File: config.mk
export PLATFORM = sky130hd
export DESIGN_NAME = ob_drain_streamer
export DESIGN_NICKNAME = d
export VERILOG_FILES = /design/src/rtl/ob_drain_streamer.sv
export SDC_FILE = /design/constraint.sdc
export NUM_CORES = 1
export LEC_CHECK = 0
export ABC_AREA = 1
export CAP_MARGIN = 20
export CORE_MARGIN = 2
export CORE_UTILIZATION = 37
export CTS_CLUSTER_SIZE = 16
export DETAILED_ROUTE_END_ITERATION = 10
export SYNTH_ARGS = -nofsm -noshare
export SYNTH_HDL_FRONTEND = slang
export SYNTH_SLANG_ARGS = --single-unit
File: constraint.sdc
create_clock -name clk_i -period 4.2 [get_ports clk_i]
set_input_delay 0.63 -clock clk_i [delete_from_list [all_inputs] [get_ports clk_i]]
set_output_delay 0.63 -clock clk_i [all_outputs]
set_load 0.05 [all_outputs]
File: src/rtl/ob_drain_streamer.sv
// Drains result rows from the output buffer SRAM onto a valid/ready stream; first row 3 cycles after launch, then 1/cycle.
// Backpressure: reads are credit-limited by the prefetch FIFO, so a stalled consumer never loses or duplicates a row.
module ob_drain_streamer #(
    parameter int WIDTH      = 8,
    parameter int COL        = 4,
    parameter int O_SIZE     = 256,
    parameter int FIFO_DEPTH = 2
) (
    input  logic                          clk_i,
    input  logic                          rstn_i,
    input  logic                          start_i,
    input  logic [$clog2(O_SIZE)-1:0]     base_addr_i,
    input  logic [$clog2(O_SIZE):0]       num_rows_i,
    output logic                          ob_mem_cenb_o,
    output logic                          ob_mem_wenb_o,
    output logic [$clog2(O_SIZE)-1:0]     ob_mem_addr_o,
    input  logic [COL*WIDTH-1:0]          ob_mem_data_i,
    output logic [COL-1:0][WIDTH-1:0]     out_data_o,
    output logic                          out_valid_o,
    input  logic                          out_ready_i,
    output logic                          out_last_o,
    output logic                          busy_o,
    output logic                          done_o
);
    localparam int AW   = $clog2(O_SIZE);
    localparam int NW   = AW + 1;
    localparam int PW   = (FIFO_DEPTH > 1) ? $clog2(FIFO_DEPTH) : 1;
    localparam int CNTW = PW + 1;
    localparam int CW   = PW + 2;
    localparam int DW   = COL * WIDTH;

    typedef enum logic [1:0] {S_IDLE = 2'd0, S_RUN = 2'd1, S_FIN = 2'd2} state_t;

    state_t          r_state;
    logic            r_start_q;
    logic            r_inflight;
    logic            r_busy;
    logic            r_done;
    logic [AW-1:0]   r_rd_addr;
    logic [AW-1:0]   r_addr;
    logic [NW-1:0]   r_rd_left;
    logic [NW-1:0]   r_acc_left;
    logic [PW-1:0]   r_wptr;
    logic [PW-1:0]   r_rptr;
    logic [CNTW-1:0] r_count;
    logic [DW-1:0]   r_fifo [FIFO_DEPTH];

    logic            w_launch;
    logic            w_vld;
    logic            w_pop;
    logic            w_issue;
    logic [CW-1:0]   w_credit;
    logic [AW-1:0]   w_rd_addr_nxt;

    assign w_launch = start_i & ~r_start_q & (r_state == S_IDLE);
    assign w_vld    = (r_count != '0);
    assign w_pop    = w_vld & out_ready_i;

    // A slot vacated by this cycle's pop is free in time for the data arriving next cycle.
    assign w_credit = CW'(r_count) + CW'(r_inflight) - CW'(w_pop);
    assign w_issue  = (r_state == S_RUN) && (r_rd_left != '0) && (w_credit < CW'(FIFO_DEPTH));
    assign w_rd_addr_nxt = (r_rd_addr == AW'(O_SIZE - 1)) ? '0 : r_rd_addr + AW'(1);

    assign ob_mem_cenb_o = ~w_issue;
    assign ob_mem_wenb_o = 1'b1;
    assign ob_mem_addr_o = w_issue ? r_rd_addr : r_addr;
    assign out_data_o    = r_fifo[r_rptr];
    assign out_valid_o   = w_vld;
    assign out_last_o    = w_vld && (r_acc_left == NW'(1));
    assign busy_o        = r_busy;
    assign done_o        = r_done;

    always_ff @(posedge clk_i or negedge rstn_i) begin
        if (!rstn_i) begin
            r_state    <= S_IDLE;
            r_start_q  <= 1'b0;
            r_inflight <= 1'b0;
            r_busy     <= 1'b0;
            r_done     <= 1'b0;
            r_rd_addr  <= '0;
            r_addr     <= '0;
            r_rd_left  <= '0;
            r_acc_left <= '0;
        end else begin
            r_start_q  <= start_i;
            r_inflight <= w_issue;
            r_done     <= 1'b0;
            if (w_issue) begin
                r_addr    <= r_rd_addr;
                r_rd_addr <= w_rd_addr_nxt;
                r_rd_left <= r_rd_left - NW'(1);
            end
            if (w_pop) begin
                r_acc_left <= r_acc_left - NW'(1);
            end
            case (r_state)
                S_IDLE: begin
                    if (w_launch) begin
                        r_rd_addr  <= base_addr_i;
                        r_rd_left  <= num_rows_i;
                        r_acc_left <= num_rows_i;
                        r_busy     <= 1'b1;
                        r_state    <= (num_rows_i == '0) ? S_FIN : S_RUN;
                    end
                end
                S_RUN: begin
                    if (w_pop && (r_acc_left == NW'(1))) begin
                        r_state <= S_FIN;
                        r_busy  <= 1'b0;
                        r_done  <= 1'b1;
                    end
                end
                S_FIN: begin
                    r_state <= S_IDLE;
                    // Empty drains arrive here still busy and pulse done on the way out.
                    if (r_busy) begin
                        r_busy <= 1'b0;
                        r_done <= 1'b1;
                    end
                end
                default: r_state <= S_IDLE;
            endcase
        end
    end

    always_ff @(posedge clk_i or negedge rstn_i) begin
        if (!rstn_i) begin
            r_wptr  <= '0;
            r_rptr  <= '0;
            r_count <= '0;
        end else begin
            if (r_inflight) begin
                r_wptr <= r_wptr + PW'(1);
            end
            if (w_pop) begin
                r_rptr <= r_rptr + PW'(1);
            end
            r_count <= r_count + CNTW'(r_inflight) - CNTW'(w_pop);
        end
    end

    always_ff @(posedge clk_i) begin
        if (r_inflight) begin
            r_fifo[r_wptr] <= ob_mem_data_i;
        end
    end
endmodule

==> results of run 1 <==
-- synthesized netlist by cell type, drive strengths merged --
library cell	count	share of area, %
nand3b	1	0.15
conb	1	0.076
nand4	7	0.88
clkbuf	11	0.86
nor3	2	0.20
nor4	1	0.13
a31oi	1	0.13
xnor2	1	0.18
nor2	49	4.1
nand2	238	18
xor2	5	0.88
a21oi	3	0.30
buf	7	0.98
fa	1	0.40
edfxtp	64	39
inv	48	3.6
nand3	37	4.0
o21ai	18	1.8
dfrtp	44	22
ha	9	2.3
-- through the flow --
step	std cells	power (mW)
6_report	827	4.918
5_1_grt	827	5.272
4_1_cts	825	4.950
3_5_place_dp	809	4.112
3_3_place_gp	809	4.071
2_1_floorplan	548	3.261
-- cell families (layout without fill, tap and decap cells) --
group | count (synthesis) | in the layout | synth area share [%]
AOI/OAI and AO/OA | 22 | 22 | 2.243
xor gates and xnor gates | 6 | 6 | 1.058
adders and majority gates | 10 | 10 | 2.671
buffers and inverters | 66 | 169 | 5.469
DFF | 108 | 108 | 60.89
other | 1 | 1 | 0.07553
and+or+nand+nor | 335 | 335 | 27.60
-- layer usage --
metal	wire length, microns	GRT usage [%]	up-vias
li1	-	-	1944
met1	4778	20.29	1774
met2	4990	25.79	105
met3	598	3.517	13
met4	187	5.809	0
met5	0	0	-
-- worst max-delay path by stage --
stage	startpoint	endpoint
final	out_ready_i	ob_mem_addr_o[4]
after global routing	out_ready_i	ob_mem_addr_o[3]
after CTS	out_ready_i	ob_mem_addr_o[4]
after detailed placement	out_ready_i	ob_mem_addr_o[3]
after global placement	out_ready_i	ob_mem_addr_o[6]
after floorplan	out_ready_i	ob_mem_addr_o[0]
-- flip-flops by register name, summed over array words and instances (netlist names) --
register / count
r_fifo: 64
r_acc_left: 9
r_rd_left: 9
r_addr: 8
r_rd_addr: 8
r_count: 2
r_state: 2
busy_o: 1
done_o: 1
r_inflight: 1
r_rptr: 1
r_start_q: 1
r_wptr: 1
-- critical path, delay by kind of cell --
kind            cells  cell delay, ns
simple gates        6            0.55
compound gates      2            0.50
fa+ha+maj           2            0.67
buf+inv             5            0.92
-- power breakdown --
group / leakage (nW) / switching [mW] / total, mW / internal [mW]
clock network: 0.137 / 0.407 / 0.822 / 0.415
registers: 1.12 / 0.184 / 1.59 / 1.41
logic: 1.67 / 1.63 / 2.50 / 0.868
-- layout make-up --
| cell class | count | area [sq um] | share of cell area (%) |
|---|---|---|---|
| clock buffer | 10 | 229.0 | 3.510 |
| clock inverter | 6 | 56.30 | 0.8632 |
| tap | 176 | 220.2 | 3.376 |
| sequential | 108 | 3023 | 46.35 |
| inverter | 48 | 180.2 | 2.762 |
| multi-input combinational | 374 | 1678 | 25.72 |
| timing repair buffer | 105 | 1136 | 17.42 |
==> run summary, run 1 <==
For this design the static power due to leakage is 2.926 nW. The endpoint identified for the worst register-to-register timing path is r_rd_addr[5]. The fraction of the cycle the final worst path needs came out at 93.03%. The via count of the first global-routing pass was 3646. Length of the first detailed-routing pass in iterations: 5.

Depth of the worst register-to-register path: 16. Counting distinct cell types in the post-synthesis netlist gives 30. End-of-flow core utilization: 49.45%.

The logs give 0 for the number of remaining DRC errors and 99 for the top-level I/O count. VDD sags by at most 251.8 uV. The largest fanout of any net on the critical path works out to 18. Counting flops and latches in the post-synthesis netlist gives 108. For the total routing resource utilization after global routing, the log shows 15.66%.

The run gives 0 as the setup-violating endpoint count in the final report. Max-cap violations in this run came to 0. The run gives 0.2929 ns as the post-layout worst setup margin.

The region available for standard cell placement spans 13190 sq um. In the final routed layout, each cell accounts on average for 12.76 microns. The tools report the total detailed-routing wirelength as 10.56 mm. At the placement stage, the worst setup path has a slack of 0.2632 ns. The kind of critical path is input port to output pin.

Counting the buffers created by CTS gives 9. The run gives 0.36 ns as the clock insertion delay at the later pin of the skew report. Number of DRC markers in iteration 0: 217. The layout has 1253 filler cells. The run gives 0 as the sum of overflow across all layers after global routing. The run gives 1.55 ns as the flop-to-flop setup slack.

For the post-detailed-placement cell area, the log shows 6190 sq um. The repair_antennas step left the layout with diodes totalling 0. Across all layers, the routed design uses 3836 vias. Setup repair after global routing left no endpoint under its margin.

After clock tree synthesis, the flow added hold-fix buffers numbering 0. The transition time at the pin with the least slew margin came out at 0.9376 ns. Hold violation count in the final report: 0. During synthesis, Yosys emitted a total of 0 warnings. Routability-driven placement finished with a final weighted congestion of 0.8516. After detailed routing, the number of vias per cell comes to 4.638.

In this run the clock root is driven by a clkbuf_16. Clock tree synthesis found a total of 108 sinks. The library cells used most frequently in the layout, excluding fill and tap cells, are nand2_1 (237), clkdlybuf4s50_1 (87), edfxtp_1 (64). The critical path goes through clkdlybuf4s50_1 -> inv_1 -> nor2_4 -> nand2_1 -> o21ai_0 -> ha_1 -> inv_1 -> fa_1 -> nand2_1 -> inv_1 -> nand2_1 -> nor2_4 -> nand2_4 -> o21ai_0 -> buf_12. Worst hold slack: 0.1336 ns. The run gives 0 as the post-detailed-route count of antenna-violating nets. Data arrives at the worst endpoint at 3.28 ns.

The worst min-delay path category was input port to async pin. Layout cell share with drive strength beyond 1: 6.298%. The total power divided by cell area is 754.0 nW/um^2. The width of the chip works out to 119.8 microns.

The tools report the pin count of the biggest net entering global routing as 45. In the final timing run, aggregate negative setup slack is 0 ns. STA puts the critical path data required time at 3.57 ns. The number of nets at the end of the flow is 709. The run gives 17.60 mm as the wire length of the first global-routing pass. The initial antenna violation count is 0, and the maximum level of the CTS H-tree is 3. The growth of design area from synthesis to finish was 31.38%; the final non-filler cell area was 6523 sq um. The worst setup path is launched from an input port. The count of final max-slew check failures came out at 0. The element type at the critical path end is an output pin.

Detailed placement finished with a half-perimeter wire length of 7.236 mm. The headroom to the max-slew limit is 37.34%, and the clock period minus worst slack is 3.907 ns. Synthesis produced 548 cells. Sequential elements use 60.89% of the synthesized area. Leaving out fill and tap cells, the most frequent cell in the layout is nand2_1. Once the clock tree was built, the setup fixing pass inserted 0 buffers.

Static timing analysis puts the maximum clock frequency at 255.9 MHz. The floorplan has 42 rows. The run finished with clean final reports.

TritonCTS built the clock tree. The die is 119.8 microns tall. The slowest stage of the critical path belongs to the cell clkdlybuf4s50_1. The die covers 14360 sq um. The average cell area after synthesis is 9.060 sq um, and the quantity of gates resized following cts is 0. For this run, the slowest stage of the critical path takes 0.53 ns.

After synthesis the cells add up to 4965 sq um. After clock tree synthesis, the clock-pin slew on the worst setup and hold paths is 0.07 ns. The starting utilization of the core area came out at 37.64%. The buffer depth of the longest clock path is 2. The count of buffers inserted at the top-level ports works out to 97. The total nets after synthesis came out at 611. The setup skew after layout was 0.009016 ns. The start of the worst register-to-register path is r_count[1].
Power figures use the tool's default switching activity.
==> run 2: changes to the inputs <==
--- a/config.mk
+++ b/config.mk
@@ -6,11 +6,11 @@
 export NUM_CORES = 1
 export LEC_CHECK = 0
 export ABC_AREA = 1
-export CAP_MARGIN = 20
 export CORE_MARGIN = 2
 export CORE_UTILIZATION = 37
 export CTS_CLUSTER_SIZE = 16
 export DETAILED_ROUTE_END_ITERATION = 10
+export PLACE_DENSITY_LB_ADDON = 0.08
 export SYNTH_ARGS = -nofsm -noshare
 export SYNTH_HDL_FRONTEND = slang
 export SYNTH_SLANG_ARGS = --single-unit
==> run 2 against run 1 <==
Sequential power is essentially flat. Register-to-register slack gained 0.03 ns. Hold slack gained 0.32 ns. Via count shrank 1.0%. Die area is the same. First-iteration DRC count grew 0.92%. Clock power grew 4.7%. Global-route usage grew 0.10 points. Combinational power is essentially flat. Sequential share of layout area grew 0.19 points.
==> run summary, run 2 (synthesis results as in run 1) <==
For the combinational cell fraction of total power, the log shows 50.2% (-0.7 points). The tools report the count of hold buffers inserted by post-cts repair as 0 (unchanged). For the count of final max-slew check failures, the log shows 0 (unchanged). The setup-violating endpoint count in the final report is 0 (unchanged), and the largest fanout of any net on the critical path is 18 (unchanged). The register name with the most flops was r_fifo. The average detailed-routed wire length per instance is 12.78 microns (+0.17%). The tools report the total routing resource utilization after global routing as 15.77% (+0.10 points).

In this run the clock root is driven by a clkbuf_16. The kind of critical path was input port to output pin. The sum of overflow across all layers after global routing was 0 (unchanged).

The peak supply drop came out at 280.4 uV (+11%). STA classifies the critical path endpoint as an output pin. The maximum level of the CTS H-tree is 3 (unchanged), and the die footprint is 14360 sq um (unchanged). For the clock share of power, the log shows 17.5% (+0.8 points). The clock insertion delay at the later pin of the skew report is 0.35 ns (about the same), and the total chip power is 4.921 mW (about the same). The fraction of the cycle the final worst path needs was 92.73% (-0.29 points). For the starting utilization of the core area, the log shows 37.64% (unchanged). Transition time at the pin with the least slew margin: 1.030 ns (+0.09225 ns). The number of clock sinks was 108 (unchanged); the clock-pin transition on the worst setup and hold timing paths was 0.07 ns (about the same). The HPWL after detailed placement is 7.190 mm (-0.64%). The final non-filler cell area was 6496 sq um (-0.40%).

The end-of-flow core utilization is 49.25% (-0.20 points). Traced cell by cell, the critical path runs through clkdlybuf4s50_1 -> inv_1 -> nor2_4 -> nand2_1 -> o21ai_0 -> ha_1 -> inv_1 -> fa_1 -> nand2_1 -> inv_1 -> nand2_1 -> nor2_4 -> nand2_4 -> o21ai_0 -> buf_12. The run gives 0 (unchanged) as the initial antenna violation count. The family of cells with the greatest summed delay on the critical path is buffers and inverters.

The run gives 475 microns (-21%) as the length of routed met3 wiring. The detailed router used layers up to and including met4. For the pin count of the biggest net entering global routing, the log shows 45 (unchanged).

For the number of vias after detailed routing, the log shows 3796 (-1.0%). The number of buffers and inverters on the critical path works out to 5 (unchanged). The final sum of negative setup slack is 0 ns (unchanged), and the width of the chip is 119.8 microns (unchanged).

The worst min-delay path category was input port to async pin. The critical path launch point type is an input port. For the post-CTS setup buffer count, the log shows 0 (unchanged).

The tools report the via count of the first global-routing pass as 3693 (+1.3%). Endpoint required time on the critical path: 3.57 ns (about the same). TritonCTS built the clock tree. The clock period minus worst slack was 3.895 ns (-0.01234 ns); the routed length on met1 was 4.829 mm (+1.1%). The largest registers in the layout are r_fifo (64), r_acc_left (9), r_rd_left (9). The logs give 10.56 mm (about the same) for the total detailed-routing wirelength and 0 (unchanged) for the antenna diode count.

The run gives 2.724 mW (+1.1%) as the internal power contribution. The layout cell share with drive strength beyond 1 came out at 6.154% (-0.14 points). Slowest stage cell on the critical path: clkdlybuf4s50_1. The headroom to the max-slew limit came out at 31.34% (-6.0 points). Leaving out fill and tap cells, the most frequent cells in the layout are nand2_1 (237), clkdlybuf4s50_1 (87), edfxtp_1 (64).

The logs give 0 (unchanged) for the post-detailed-route count of antenna-violating nets and 0.005236 ns (-0.003780 ns) for the setup skew after layout. The quantity of gates resized following cts was 0 (unchanged). The leading cell type in the layout, fill and taps excluded was nand2_1.

Total power divided by cell area: 757.5 nW/um^2 (+0.46%). The flow ran to the end, and the final reports show no timing, DRC or antenna violations. Static power due to leakage: 2.919 nW (-0.24%). The routability-driven placement congestion ratio was 0.8155 (-4.2%); the wire length of the first global-routing pass was 17.79 mm (+1.1%). The run gives 6197 sq um (+0.12%) as the post-detailed-placement cell area.

The tools report the number of nets at the end of the flow as 708 (-0.14%). The longest individual stage delay on the worst path was 0.54 ns (about the same); the number of cell rows was 42 (unchanged). The share of total power consumed by net switching is 44.65% (-0.59 points).

The routed via count divided by cell count is 4.596 (-0.92%). The length of the first detailed-routing pass in iterations came out at 4 (-1). The hold violation count in the final report was 0 (unchanged); the number of remaining DRC errors was 0 (unchanged). The tools report the met2 layer wire length in the routed design as 5.046 mm (+1.1%).

The net switching power was 2.197 mW (-1.3%); the top-level I/O count was 99 (unchanged). The die outline height is 119.8 microns (unchanged), and the number of DRC markers in iteration 0 is 219 (+0.92%). The floorplan core area was 13190 sq um (unchanged). For the upper clock frequency limit, the log shows 256.8 MHz (+0.32%).

The max-cap violation count was 0 (unchanged); the flip-flop count of the largest register, all copies and words added was 64 (unchanged). The buffer depth of the longest clock path was 2 (unchanged). The area growth from synthesis to layout is 30.85%.

The run gives 3.26 ns (-0.02 ns) as the arrival time of the worst setup path. Setup repair after global routing left no endpoint under its margin. Count of buffers inserted at the top-level ports: 97 (unchanged). The tools report the proportion of power drawn by flip-flops and latches as 32.3% (about the same). For the TritonCTS buffer count, the log shows 9 (unchanged).
[run 2: worst paths after layout]
| kind | start | to | slack (ns) | depth (start not counted) |
|---|---|---|---|---|
| setup / recovery | out_ready_i | ob_mem_addr_o[5] | 0.31 | 15 |
| hold / removal | rstn_i | r_rd_addr[5] | 0.46 | 1 |
| setup reg to reg | r_count[1] | r_rd_left[2] | 1.58 | 17 |
| hold reg to reg | busy_o | busy_o | 0.51 | 2 |
| max in group asynchronous | rstn_i | busy_o | 3.11 | 1 |
| min in group clk_i | busy_o | busy_o | 0.51 | 2 |
[run 2: cell type report]
| type | instances | area [sq um] |
|---|---|---|
| fillers | 1278 | 6694 |
| flip-flops and latches | 108 | 3023 |
| multi-input cells | 374 | 1678 |
| repair buffers | 104 | 1096 |
| clock buffers | 10 | 229.0 |
| well taps | 176 | 220.2 |
| inverters | 48 | 180.2 |
| clock inverters | 6 | 70.07 |
[run 2: power by group through the flow]
| stage | clock network, mW | registers [mW] | logic, mW |
|---|---|---|---|
| 6_report | 0.861 | 1.59 | 2.47 |
| 5_1_grt | 0.933 | 1.63 | 2.72 |
| 4_1_cts | 0.894 | 1.59 | 2.51 |
| 3_5_place_dp | 0 | 1.61 | 2.50 |
| 3_3_place_gp | 0 | 1.61 | 2.48 |
| 2_1_floorplan | 0 | 1.59 | 1.67 |
[run 2: routing by layer]
layer | global-route usage (%) | up-vias
met3 | 2.804 | 12
met2 | 25.86 | 83
met1 | 20.49 | 1761
li1 | - | 1940
met4 | 6.985 | 0
met5 | 0 | -
[run 2: through the flow]
step	hold WS [ns]	std cells	setup WS, ns
final	0.4582	826	0.3052
after global routing	0.5394	826	0.07493
after CTS	0.4927	826	0.2831
after detailed placement	0.4950	810	0.2698
after global placement	0.4818	810	0.3902
after floorplan	0.3344	548	0.06551
